<file path="config.mk">
export PLATFORM = sky130hd
export DESIGN_NAME = rvfi_trace_gen_flat
export DESIGN_NICKNAME = d
export VERILOG_FILES = /design/src/rtl/rvfi_trace_pkg.sv /design/src/rtl/rvfi_trace_gen_if.sv /design/src/rtl/rvfi_order_counter.sv /design/src/rtl/rvfi_trace_gen.sv /design/src/flat_wrapper.sv
export SDC_FILE = /design/constraint.sdc
export NUM_CORES = 1
export LEC_CHECK = 0
export ABC_AREA = 1
export BUFFER_PORTS_ARGS = -buffer_cell sky130_fd_sc_hd__buf_2
export CAP_MARGIN = 10
export CORE_ASPECT_RATIO = 1.5
export CORE_MARGIN = 2
export CORE_UTILIZATION = 24
export DETAILED_ROUTE_END_ITERATION = 7
export SLEW_MARGIN = 20
export SYNTH_ARGS = -nofsm -noshare
export SYNTH_HDL_FRONTEND = slang
export SYNTH_SLANG_ARGS = --single-unit
</file>
<file path="constraint.sdc">
create_clock -name clk -period 1.32 [get_ports clk]
set_input_delay 0.198 -clock clk [delete_from_list [all_inputs] [get_ports clk]]
set_output_delay 0.198 -clock clk [all_outputs]
set_load 0.005 [all_outputs]
</file>
<file path="src/rtl/rvfi_trace_pkg.sv">
// Shared constants and the run/halt state encoding for the RVFI trace generator.
package rvfi_trace_pkg;

  localparam int XLEN_DEFAULT = 32;
  localparam int ILEN         = 32;
  localparam int ORDER_W      = 64;

  typedef enum logic {
    ST_RUN    = 1'b0,
    ST_HALTED = 1'b1
  } trace_state_e;

endpackage

</file>
<file path="src/rtl/rvfi_trace_gen_if.sv">
// Commit bus from the core and the RVFI packet bus towards the checker.
interface rvfi_trace_gen_if
  import rvfi_trace_pkg::*;
#(
  parameter int XLEN = XLEN_DEFAULT
);

  logic            commit_valid;
  logic [ILEN-1:0] commit_insn;
  logic [XLEN-1:0] commit_pc;
  logic [XLEN-1:0] commit_next_pc;
  logic [4:0]      commit_rs1_addr;
  logic [4:0]      commit_rs2_addr;
  logic [XLEN-1:0] commit_rs1_data;
  logic [XLEN-1:0] commit_rs2_data;
  logic [4:0]      commit_rd_addr;
  logic [XLEN-1:0] commit_rd_data;
  logic            commit_trap;
  logic            commit_intr_entry;

  logic               rvfi_valid;
  logic [ORDER_W-1:0] rvfi_order;
  logic [ILEN-1:0]    rvfi_insn;
  logic               rvfi_trap;
  logic               rvfi_halt;
  logic               rvfi_intr;
  logic [XLEN-1:0]    rvfi_pc_rdata;
  logic [XLEN-1:0]    rvfi_pc_wdata;
  logic [4:0]         rvfi_rs1_addr;
  logic [4:0]         rvfi_rs2_addr;
  logic [4:0]         rvfi_rd_addr;
  logic [XLEN-1:0]    rvfi_rs1_rdata;
  logic [XLEN-1:0]    rvfi_rs2_rdata;
  logic [XLEN-1:0]    rvfi_rd_wdata;

  // Core side drives commits and observes packets.
  modport master (
    output commit_valid, commit_insn, commit_pc, commit_next_pc,
           commit_rs1_addr, commit_rs2_addr, commit_rs1_data, commit_rs2_data,
           commit_rd_addr, commit_rd_data, commit_trap, commit_intr_entry,
    input  rvfi_valid, rvfi_order, rvfi_insn, rvfi_trap, rvfi_halt, rvfi_intr,
           rvfi_pc_rdata, rvfi_pc_wdata, rvfi_rs1_addr, rvfi_rs2_addr,
           rvfi_rd_addr, rvfi_rs1_rdata, rvfi_rs2_rdata, rvfi_rd_wdata
  );

  // Trace generator side.
  modport slave (
    input  commit_valid, commit_insn, commit_pc, commit_next_pc,
           commit_rs1_addr, commit_rs2_addr, commit_rs1_data, commit_rs2_data,
           commit_rd_addr, commit_rd_data, commit_trap, commit_intr_entry,
    output rvfi_valid, rvfi_order, rvfi_insn, rvfi_trap, rvfi_halt, rvfi_intr,
           rvfi_pc_rdata, rvfi_pc_wdata, rvfi_rs1_addr, rvfi_rs2_addr,
           rvfi_rd_addr, rvfi_rs1_rdata, rvfi_rs2_rdata, rvfi_rd_wdata
  );

endinterface

</file>
<file path="src/rtl/rvfi_order_counter.sv">
// Free-running 64-bit packet sequence counter with increment enable and sync clear.
module rvfi_order_counter
  import rvfi_trace_pkg::*;
(
  input  logic               clk,
  input  logic               clr_n,
  input  logic               inc,
  output logic [ORDER_W-1:0] count
);

  logic [ORDER_W-1:0] count_q;
  logic [ORDER_W-1:0] count_d;

  // Natural wrap from all-ones back to zero.
  always_comb begin
    count_d = count_q;
    if (inc) count_d = count_q + ORDER_W'(1);
  end

  // NOTE: clear is sampled on the clock edge; sequential state uses <= so all
  // flops see pre-edge values regardless of block evaluation order.
  always_ff @(posedge clk) begin
    if (!clr_n) count_q <= '0;
    else        count_q <= count_d;
  end

  assign count = count_q;

endmodule

</file>
<file path="src/rtl/rvfi_trace_gen.sv">
// Turns core retirement events into one-cycle-latency RVFI trace packets.
// Optional: define RVFI_TRACE_PC_CHECK_EN to add the sticky pc_err discontinuity flag.
module rvfi_trace_gen
  import rvfi_trace_pkg::*;
#(
  parameter int XLEN = XLEN_DEFAULT
) (
  input  logic                 clk,
  input  logic                 resetn,
  rvfi_trace_gen_if.slave      bus
`ifdef RVFI_TRACE_PC_CHECK_EN
  ,
  output logic                 pc_err
`endif
);

  typedef struct packed {
    logic               valid;
    logic [ORDER_W-1:0] order;
    logic [ILEN-1:0]    insn;
    logic               trap;
    logic               halt;
    logic               intr;
    logic [XLEN-1:0]    pc_rdata;
    logic [XLEN-1:0]    pc_wdata;
    logic [4:0]         rs1_addr;
    logic [4:0]         rs2_addr;
    logic [4:0]         rd_addr;
    logic [XLEN-1:0]    rs1_rdata;
    logic [XLEN-1:0]    rs2_rdata;
    logic [XLEN-1:0]    rd_wdata;
  } pkt_t;

  trace_state_e       state_q, state_d;
  pkt_t               pkt_q, pkt_d;
  logic               intr_pending_q, intr_pending_d;
  logic               accept;
  logic [ORDER_W-1:0] next_order;

  assign accept = bus.commit_valid && (state_q == ST_RUN);

  rvfi_order_counter u_order (
    .clk   (clk),
    .clr_n (resetn),
    .inc   (accept),
    .count (next_order)
  );

  // NOTE: every variable gets a default before any branch so no latch is inferred.
  always_comb begin
    pkt_d   = '0;
    state_d = state_q;
    // An entry coinciding with a commit belongs to the following packet.
    intr_pending_d = bus.commit_intr_entry | (intr_pending_q & ~accept);
    if (accept) begin
      pkt_d.valid     = 1'b1;
      pkt_d.order     = next_order;
      pkt_d.insn      = bus.commit_insn;
      pkt_d.intr      = intr_pending_q;
      pkt_d.pc_rdata  = bus.commit_pc;
      pkt_d.pc_wdata  = bus.commit_next_pc;
      pkt_d.rs1_addr  = bus.commit_rs1_addr;
      pkt_d.rs2_addr  = bus.commit_rs2_addr;
      pkt_d.rd_addr   = bus.commit_rd_addr;
      pkt_d.rs1_rdata = bus.commit_rs1_data;
      pkt_d.rs2_rdata = bus.commit_rs2_data;
      pkt_d.rd_wdata  = (bus.commit_rd_addr == 5'd0) ? '0 : bus.commit_rd_data;
      if (bus.commit_trap) begin
        pkt_d.trap = 1'b1;
        pkt_d.halt = 1'b1;
        state_d    = ST_HALTED;
      end
    end
  end

  always_ff @(posedge clk) begin
    if (!resetn) begin
      state_q        <= ST_RUN;
      pkt_q          <= '0;
      intr_pending_q <= 1'b0;
    end else begin
      state_q        <= state_d;
      pkt_q          <= pkt_d;
      intr_pending_q <= intr_pending_d;
    end
  end

`ifdef RVFI_TRACE_PC_CHECK_EN
  logic [XLEN-1:0] last_pc_q, last_pc_d;
  logic            seen_q, seen_d;
  logic            pc_err_q, pc_err_d;

  // The first packet and interrupt-entry packets legitimately break the PC chain.
  always_comb begin
    last_pc_d = last_pc_q;
    seen_d    = seen_q;
    pc_err_d  = pc_err_q;
    if (accept) begin
      if (seen_q && !intr_pending_q && (bus.commit_pc != last_pc_q)) pc_err_d = 1'b1;
      last_pc_d = bus.commit_next_pc;
      seen_d    = 1'b1;
    end
  end

  always_ff @(posedge clk) begin
    if (!resetn) begin
      last_pc_q <= '0;
      seen_q    <= 1'b0;
      pc_err_q  <= 1'b0;
    end else begin
      last_pc_q <= last_pc_d;
      seen_q    <= seen_d;
      pc_err_q  <= pc_err_d;
    end
  end

  assign pc_err = pc_err_q;
`endif

  assign bus.rvfi_valid     = pkt_q.valid;
  assign bus.rvfi_order     = pkt_q.order;
  assign bus.rvfi_insn      = pkt_q.insn;
  assign bus.rvfi_trap      = pkt_q.trap;
  assign bus.rvfi_halt      = pkt_q.halt;
  assign bus.rvfi_intr      = pkt_q.intr;
  assign bus.rvfi_pc_rdata  = pkt_q.pc_rdata;
  assign bus.rvfi_pc_wdata  = pkt_q.pc_wdata;
  assign bus.rvfi_rs1_addr  = pkt_q.rs1_addr;
  assign bus.rvfi_rs2_addr  = pkt_q.rs2_addr;
  assign bus.rvfi_rd_addr   = pkt_q.rd_addr;
  assign bus.rvfi_rs1_rdata = pkt_q.rs1_rdata;
  assign bus.rvfi_rs2_rdata = pkt_q.rs2_rdata;
  assign bus.rvfi_rd_wdata  = pkt_q.rd_wdata;

endmodule

</file>
<file path="src/flat_wrapper.sv">
// flat-port wrapper written by rule: the top's interface ports become plain ports
module rvfi_trace_gen_flat import rvfi_trace_pkg::*;
#(
  parameter int XLEN = XLEN_DEFAULT
)
  (clk, resetn, bus_commit_valid, bus_commit_insn, bus_commit_pc, bus_commit_next_pc, bus_commit_rs1_addr, bus_commit_rs2_addr, bus_commit_rs1_data, bus_commit_rs2_data, bus_commit_rd_addr, bus_commit_rd_data, bus_commit_trap, bus_commit_intr_entry, bus_rvfi_valid, bus_rvfi_order, bus_rvfi_insn, bus_rvfi_trap, bus_rvfi_halt, bus_rvfi_intr, bus_rvfi_pc_rdata, bus_rvfi_pc_wdata, bus_rvfi_rs1_addr, bus_rvfi_rs2_addr, bus_rvfi_rd_addr, bus_rvfi_rs1_rdata, bus_rvfi_rs2_rdata, bus_rvfi_rd_wdata);
  rvfi_trace_gen_if #(.XLEN(XLEN)) bus_i ();
  input  logic clk;
  input  logic resetn;
  input wire logic [$bits(bus_i.commit_valid)-1:0] bus_commit_valid;
  input wire logic [$bits(bus_i.commit_insn)-1:0] bus_commit_insn;
  input wire logic [$bits(bus_i.commit_pc)-1:0] bus_commit_pc;
  input wire logic [$bits(bus_i.commit_next_pc)-1:0] bus_commit_next_pc;
  input wire logic [$bits(bus_i.commit_rs1_addr)-1:0] bus_commit_rs1_addr;
  input wire logic [$bits(bus_i.commit_rs2_addr)-1:0] bus_commit_rs2_addr;
  input wire logic [$bits(bus_i.commit_rs1_data)-1:0] bus_commit_rs1_data;
  input wire logic [$bits(bus_i.commit_rs2_data)-1:0] bus_commit_rs2_data;
  input wire logic [$bits(bus_i.commit_rd_addr)-1:0] bus_commit_rd_addr;
  input wire logic [$bits(bus_i.commit_rd_data)-1:0] bus_commit_rd_data;
  input wire logic [$bits(bus_i.commit_trap)-1:0] bus_commit_trap;
  input wire logic [$bits(bus_i.commit_intr_entry)-1:0] bus_commit_intr_entry;
  output wire logic [$bits(bus_i.rvfi_valid)-1:0] bus_rvfi_valid;
  output wire logic [$bits(bus_i.rvfi_order)-1:0] bus_rvfi_order;
  output wire logic [$bits(bus_i.rvfi_insn)-1:0] bus_rvfi_insn;
  output wire logic [$bits(bus_i.rvfi_trap)-1:0] bus_rvfi_trap;
  output wire logic [$bits(bus_i.rvfi_halt)-1:0] bus_rvfi_halt;
  output wire logic [$bits(bus_i.rvfi_intr)-1:0] bus_rvfi_intr;
  output wire logic [$bits(bus_i.rvfi_pc_rdata)-1:0] bus_rvfi_pc_rdata;
  output wire logic [$bits(bus_i.rvfi_pc_wdata)-1:0] bus_rvfi_pc_wdata;
  output wire logic [$bits(bus_i.rvfi_rs1_addr)-1:0] bus_rvfi_rs1_addr;
  output wire logic [$bits(bus_i.rvfi_rs2_addr)-1:0] bus_rvfi_rs2_addr;
  output wire logic [$bits(bus_i.rvfi_rd_addr)-1:0] bus_rvfi_rd_addr;
  output wire logic [$bits(bus_i.rvfi_rs1_rdata)-1:0] bus_rvfi_rs1_rdata;
  output wire logic [$bits(bus_i.rvfi_rs2_rdata)-1:0] bus_rvfi_rs2_rdata;
  output wire logic [$bits(bus_i.rvfi_rd_wdata)-1:0] bus_rvfi_rd_wdata;
  assign bus_i.commit_valid = bus_commit_valid;
  assign bus_i.commit_insn = bus_commit_insn;
  assign bus_i.commit_pc = bus_commit_pc;
  assign bus_i.commit_next_pc = bus_commit_next_pc;
  assign bus_i.commit_rs1_addr = bus_commit_rs1_addr;
  assign bus_i.commit_rs2_addr = bus_commit_rs2_addr;
  assign bus_i.commit_rs1_data = bus_commit_rs1_data;
  assign bus_i.commit_rs2_data = bus_commit_rs2_data;
  assign bus_i.commit_rd_addr = bus_commit_rd_addr;
  assign bus_i.commit_rd_data = bus_commit_rd_data;
  assign bus_i.commit_trap = bus_commit_trap;
  assign bus_i.commit_intr_entry = bus_commit_intr_entry;
  assign bus_rvfi_valid = bus_i.rvfi_valid;
  assign bus_rvfi_order = bus_i.rvfi_order;
  assign bus_rvfi_insn = bus_i.rvfi_insn;
  assign bus_rvfi_trap = bus_i.rvfi_trap;
  assign bus_rvfi_halt = bus_i.rvfi_halt;
  assign bus_rvfi_intr = bus_i.rvfi_intr;
  assign bus_rvfi_pc_rdata = bus_i.rvfi_pc_rdata;
  assign bus_rvfi_pc_wdata = bus_i.rvfi_pc_wdata;
  assign bus_rvfi_rs1_addr = bus_i.rvfi_rs1_addr;
  assign bus_rvfi_rs2_addr = bus_i.rvfi_rs2_addr;
  assign bus_rvfi_rd_addr = bus_i.rvfi_rd_addr;
  assign bus_rvfi_rs1_rdata = bus_i.rvfi_rs1_rdata;
  assign bus_rvfi_rs2_rdata = bus_i.rvfi_rs2_rdata;
  assign bus_rvfi_rd_wdata = bus_i.rvfi_rd_wdata;
  rvfi_trace_gen #(.XLEN(XLEN)) u_core (.clk(clk), .resetn(resetn), .bus(bus_i));
endmodule
</file>
# Word level (Yosys, flattened, before mapping)
# Index checks and enable logic that the tools add are counted.
[totals] reg_bits=341 out_inout_bits=275 wordCells=31
[classes] bitwise=5 n_mux=3 reduce_logical=5 add_sub_neg=1
[op_table] op="2-to-1 mux 275 bit" count=1
[op_table] op="adder 64 x 1 -> 64 bit (second input constant)" count=1
[op_table] op="2-to-1 mux 32 bit" count=1
[op_table] op="zero test 5 bit" count=1
[op_table] op="AND reduction 2 bit" count=2
[op_table] op="inverter 1 bit" count=3
[op_table] op="OR reduction 3 bit" count=1
[op_table] op="2-to-1 mux 2 bit" count=1
[op_table] op="bitwise AND 1 bit" count=1
[op_table] op="logical AND 1 bit" count=1
[op_table] op="OR 1 bit" count=1

# Logic depth before layout (Yosys ltp)
[depth] word_depth=5 mapped_depth=10 ltp_nobuf=10

# Cells and area by module
# Synthesis repeated with hierarchy kept, for this count alone.
[hier_totals] cells_unflattened=1484 area_unflattened_um2=11651.2
[modules_own_cells] mod="rvfi_trace_gen" area_each_um2=7811.2 seq_area_each_um2=5525.3 cells_each=865 instances=1
[modules_own_cells] mod="rvfi_order_counter" area_each_um2=3839.9 seq_area_each_um2=1281.2 cells_each=619 instances=1

# Worst setup path before layout
# Ideal clock, no wire load.
[synth_timing] kind="register to register" startpoint="register u_core.u_order.count_q[1], in the netlist u_core.u_order.count[1]" endpoint="register u_core.u_order.count_q[38], in the netlist u_core.u_order.count[38]" required_ns=1.210 stages_incl_launch_ff=11 t_arrival_ns=1.326 setup_slack_ns=-0.116 path_buffers=0 path_cell_list="dfxtp_1 ha_1 nand3_2 nor2_4 nand2_4 nor2_4 nand2_2 nor2_1 nand2_1 nand2_1 nor2_1"
[synth_between] elab_chain_cells=1
[synth_lines] item="start, declared" line_no="rvfi_order_counter.sv:11" source="logic [ORDER_W-1:0] count_q;"
[synth_lines] item="start signal, assigned" line_no="rvfi_order_counter.sv:24" source="else count_q <= count_d;"
[synth_lines] item="adder 64 x 1 -> 64 bit" line_no="rvfi_order_counter.sv:17" source="if (inc) count_d = count_q + ORDER_W'(1);"
# No other way between the ends.
# A chain may end at the register's enable or synchronous reset.

# Worst setup path after layout
[layout_timing] startpoint="register u_core.u_order.count_q[1], in the netlist u_core.u_order.count[1]" endpoint="register u_core.u_order.count_q[54], in the netlist u_core.u_order.count[54]"
# The elaborated chain is that of the path after synthesis.

==> flow_metrics.tcl <==
set metrics [dict create \
    final_cells 3040 \
    ys_top_cells_by_count "nor2_1 (415), dfxtp_1 (340), inv_1 (318), nand2_1 (168), nand3_1 (34)" \
    hold_violations 0 \
    end_kind "register" \
    dp_slack_ps -574 \
    worstSetupPathType "reg2reg" \
    grt_max_degree 46 \
    synthCells 1469 \
    cts_tree "yes" \
    dieArea_um2 50000 \
    initial_core_util_pct 24.3 \
    reg2reg_slack_ps -310 \
    path_max_fanout 4 \
    cts.htree.levels 2 \
    crit_start "u_core.u_order.count[1]$_SDFFE_PN0P_" \
    start_kind "register" \
    wirelength_um 59400 \
    hold_class "in2reg" \
    fmax_mhz 614 \
    setup_viol 293 \
    cts_root_buf "clkbuf_16" \
    synth_cell_types 29 \
    postRouteAntennaNets 0 \
    cp.arrival_ps 2040 \
    clkLatencyLatePin_ps 550 \
    vias 13000 \
    violations "setup timing" \
    layout_min_cycle_time_ps 1630 \
    overflow 0 \
    layout_setup_ws_ps -309 \
    place_hpwl_um 39700 \
    cts.sink_count 340 \
    clkTransAtPathRegs_ps 60 \
    core_area_um2 47600 \
    status "finished, violations left" \
    io_pins 487 \
    ys_ff_latch 340 \
    max_slew.worst_pin.slew_ps 509 \
    row_count 98 \
    powerDensity_nw_per_um2 1060 \
    dp_cells 2694 \
    die_x_um 183 \
    port_buffers 486 \
    grt_pass1_wl_um 79600 \
    dr.pass1.iters 5 \
    p_total_uw 24300 \
    rsz0062_at_grt "yes" \
    area_growth_pct 98.4 \
    netlist_area_um2 11600 \
    yosysMostFrequentCell "nor2_1" \
    rr_startpoint "u_core.u_order.count[1]$_SDFFE_PN0P_" \
    max_slew_margin_pct 66.1 \
    drt_iter0_drc 592 \
    async_flop_share_pct 0 \
    synth.top_cells.by_area "dfxtp_1 (59%), nor2_1 (13%), inv_1 (10%), nand2_1 (5.5%), nand3_1 (1.5%)" \
    ir_worst_vdd_mv 0.887 \
    skew_ps 40.5 \
    reg2regPathDepth 10 \
    fin_crit_sh_pct 123 \
    drv_slew 0 \
    yosysSeqAreaShare_pct 58.9 \
    r2r-end "u_core.u_order.count[54]$_SDFFE_PN0P_" \
    synthFlopType "dfxtp_1" \
    ys_warn_count 0 \
    antenna_found_initial 7 \
    clockBufferDepth 3 \
    endpoint "u_core.u_order.count[54]$_SDFFE_PN0P_" \
    final_nets 2621 \
    cts_made_buffers 36 \
    synth-edff-count 0 \
    synth_area_per_cell_um2 7.87 \
    p_leak_uw 0.0111 \
    required_ps 1730 \
    drc_errors 0 \
    grt.total_usage_pct 21.5 \
    detail_route.wl_per_cell_um 19.5 \
    cap_viol_max_count 0 \
    syn_nets 1682 \
    via_per_inst 4.28 \
    drive_above_1_share_pct 52.3 \
    grt_pass1_vias 13400 \
    gp_congestion 0.965 \
    yosysTopAreaCell "dfxtp_1" \
    fp.dieH_um 273 \
    synth_top_area_share_pct 58.9 \
]
kinds of logic after synthesis:
family | synth area share [%]
adders and majority gates | 0.108
AOI/OAI and AO/OA | 3.14
xor gates and xnor gates | 0.455
and+or+nand+nor | 25.4
buffers and inverters | 12.0
DFF | 58.9
metrics by stage:
step / instance area [µm²] / hold slack [ps] / setup TNS (ps) / utilization [%]
3_3_place_gp: 16100 / 404 / -35100 / 33.7
3_5_place_dp: 16100 / 416 / -39250 / 33.7
5_1_grt: 22900 / 5.61 / -45990 / 48.2
2_1_floorplan: 11600 / 310 / -440 / -
4_1_cts: 21300 / 29.9 / -33080 / 44.8
6_report: 22900 / 33.6 / -27290 / 48.2
registers in the layout (all words and copies together), names as in the netlist, 5 cells and up:
register and flops:
u_core.bus.rvfi_insn 32, u_core.bus.rvfi_rd_wdata 32, u_core.bus.rvfi_pc_rdata 32, u_core.bus.rvfi_rs1_addr 5, u_core.bus.rvfi_rs2_addr 5, u_core.bus.rvfi_rs2_rdata 32, u_core.bus.rvfi_order 64, u_core.bus.rvfi_pc_wdata 32
u_core.u_order.count 64, u_core.bus.rvfi_rs1_rdata 32, u_core.bus.rvfi_rd_addr 5
where the power goes:
| group | switching, µW | internal [µW] |
|---|---|---|
| sequential | 131 | 10500 |
| combinational | 1450 | 1500 |
| clock | 4560 | 6130 |
per-layer routing:
| layer | vias to the layer above | part of all wire, % | global-route usage (%) |
|---|---|---|---|
| met5 | - | 0 | 0 |
| met2 | 587 | 49 | 37.5 |
| met4 | 0 | 7.7 | 14.0 |
| li1 | 6158 | - | - |
| met1 | 6062 | 37 | 23.6 |
| met3 | 193 | 6.5 | 4.48 |
worst max-delay path, stage by stage, from the launching register on:
cell,delay [ps]
dfxtp_4,370
ha_4,150
nand3_4,90
nor2_4,180
nand2_4,80
nor2_4,190
nand2_4,120
nor2_4,150
nand2_1,70
nand2_1,50
nor2_1,40
cell usage in the layout (no fill, tap or decap), types with 11 or more instances in the layout:
cell,count
buf_2,486
inv_1,310
dfxtp_1,285
nor2_4,213
dlygate4sd3_1,199
buf_4,160
nor2_1,145
nand2_1,112
nor2_2,85
nand2_2,49
clkbuf_16,46
buf_6,39
dfxtp_2,35
a21oi_1,32
buf_12,28
nand2_4,24
o21ai_0,24
nand3_1,20
dfxtp_4,20
nand4_1,11
buf_16,11
worst min path at each step:
stage,cells past startpoint,from,to,slack [ps]
after global placement,3,bus_commit_intr_entry,u_core.intr_pending_q$_SDFF_PN0_,400
after floorplan,2,bus_commit_insn[0],u_core.bus.rvfi_insn[0]$_SDFF_PP0_,310
after CTS,4,bus_commit_next_pc[26],u_core.bus.rvfi_pc_wdata[26]$_SDFF_PP0_,30
after detailed placement,3,bus_commit_insn[11],u_core.bus.rvfi_insn[11]$_SDFF_PP0_,420
after global routing,3,bus_commit_rs2_data[15],u_core.bus.rvfi_rs2_rdata[15]$_SDFF_PP0_,6
final,3,bus_commit_rs2_data[15],u_core.bus.rvfi_rs2_rdata[15]$_SDFF_PP0_,30
what timing repair did:
action	in CTS	in global routing
endpoints found under the hold margin	195	5
resized for setup	416	363
pin swaps	59	56
hold buffers	194	5
endpoints found under the setup margin	329	341
gates cloned	13	13
buffers inserted	47	26
area by class of cell:
| type | instances | area (µm²) |
|---|---|---|
| fill | 4315 | 24600 |
| timing repair inverter | 2 | 41.3 |
| tap | 600 | 751 |
| clock inverter | 21 | 243 |
| sequential | 340 | 6930 |
| multi-input combinational | 770 | 5510 |
| timing repair buffer | 937 | 7220 |
| antenna | 4 | 10.0 |
| inverter | 321 | 1220 |
| clock buffer | 45 | 1010 |
Power figures use the tool's default switching activity.
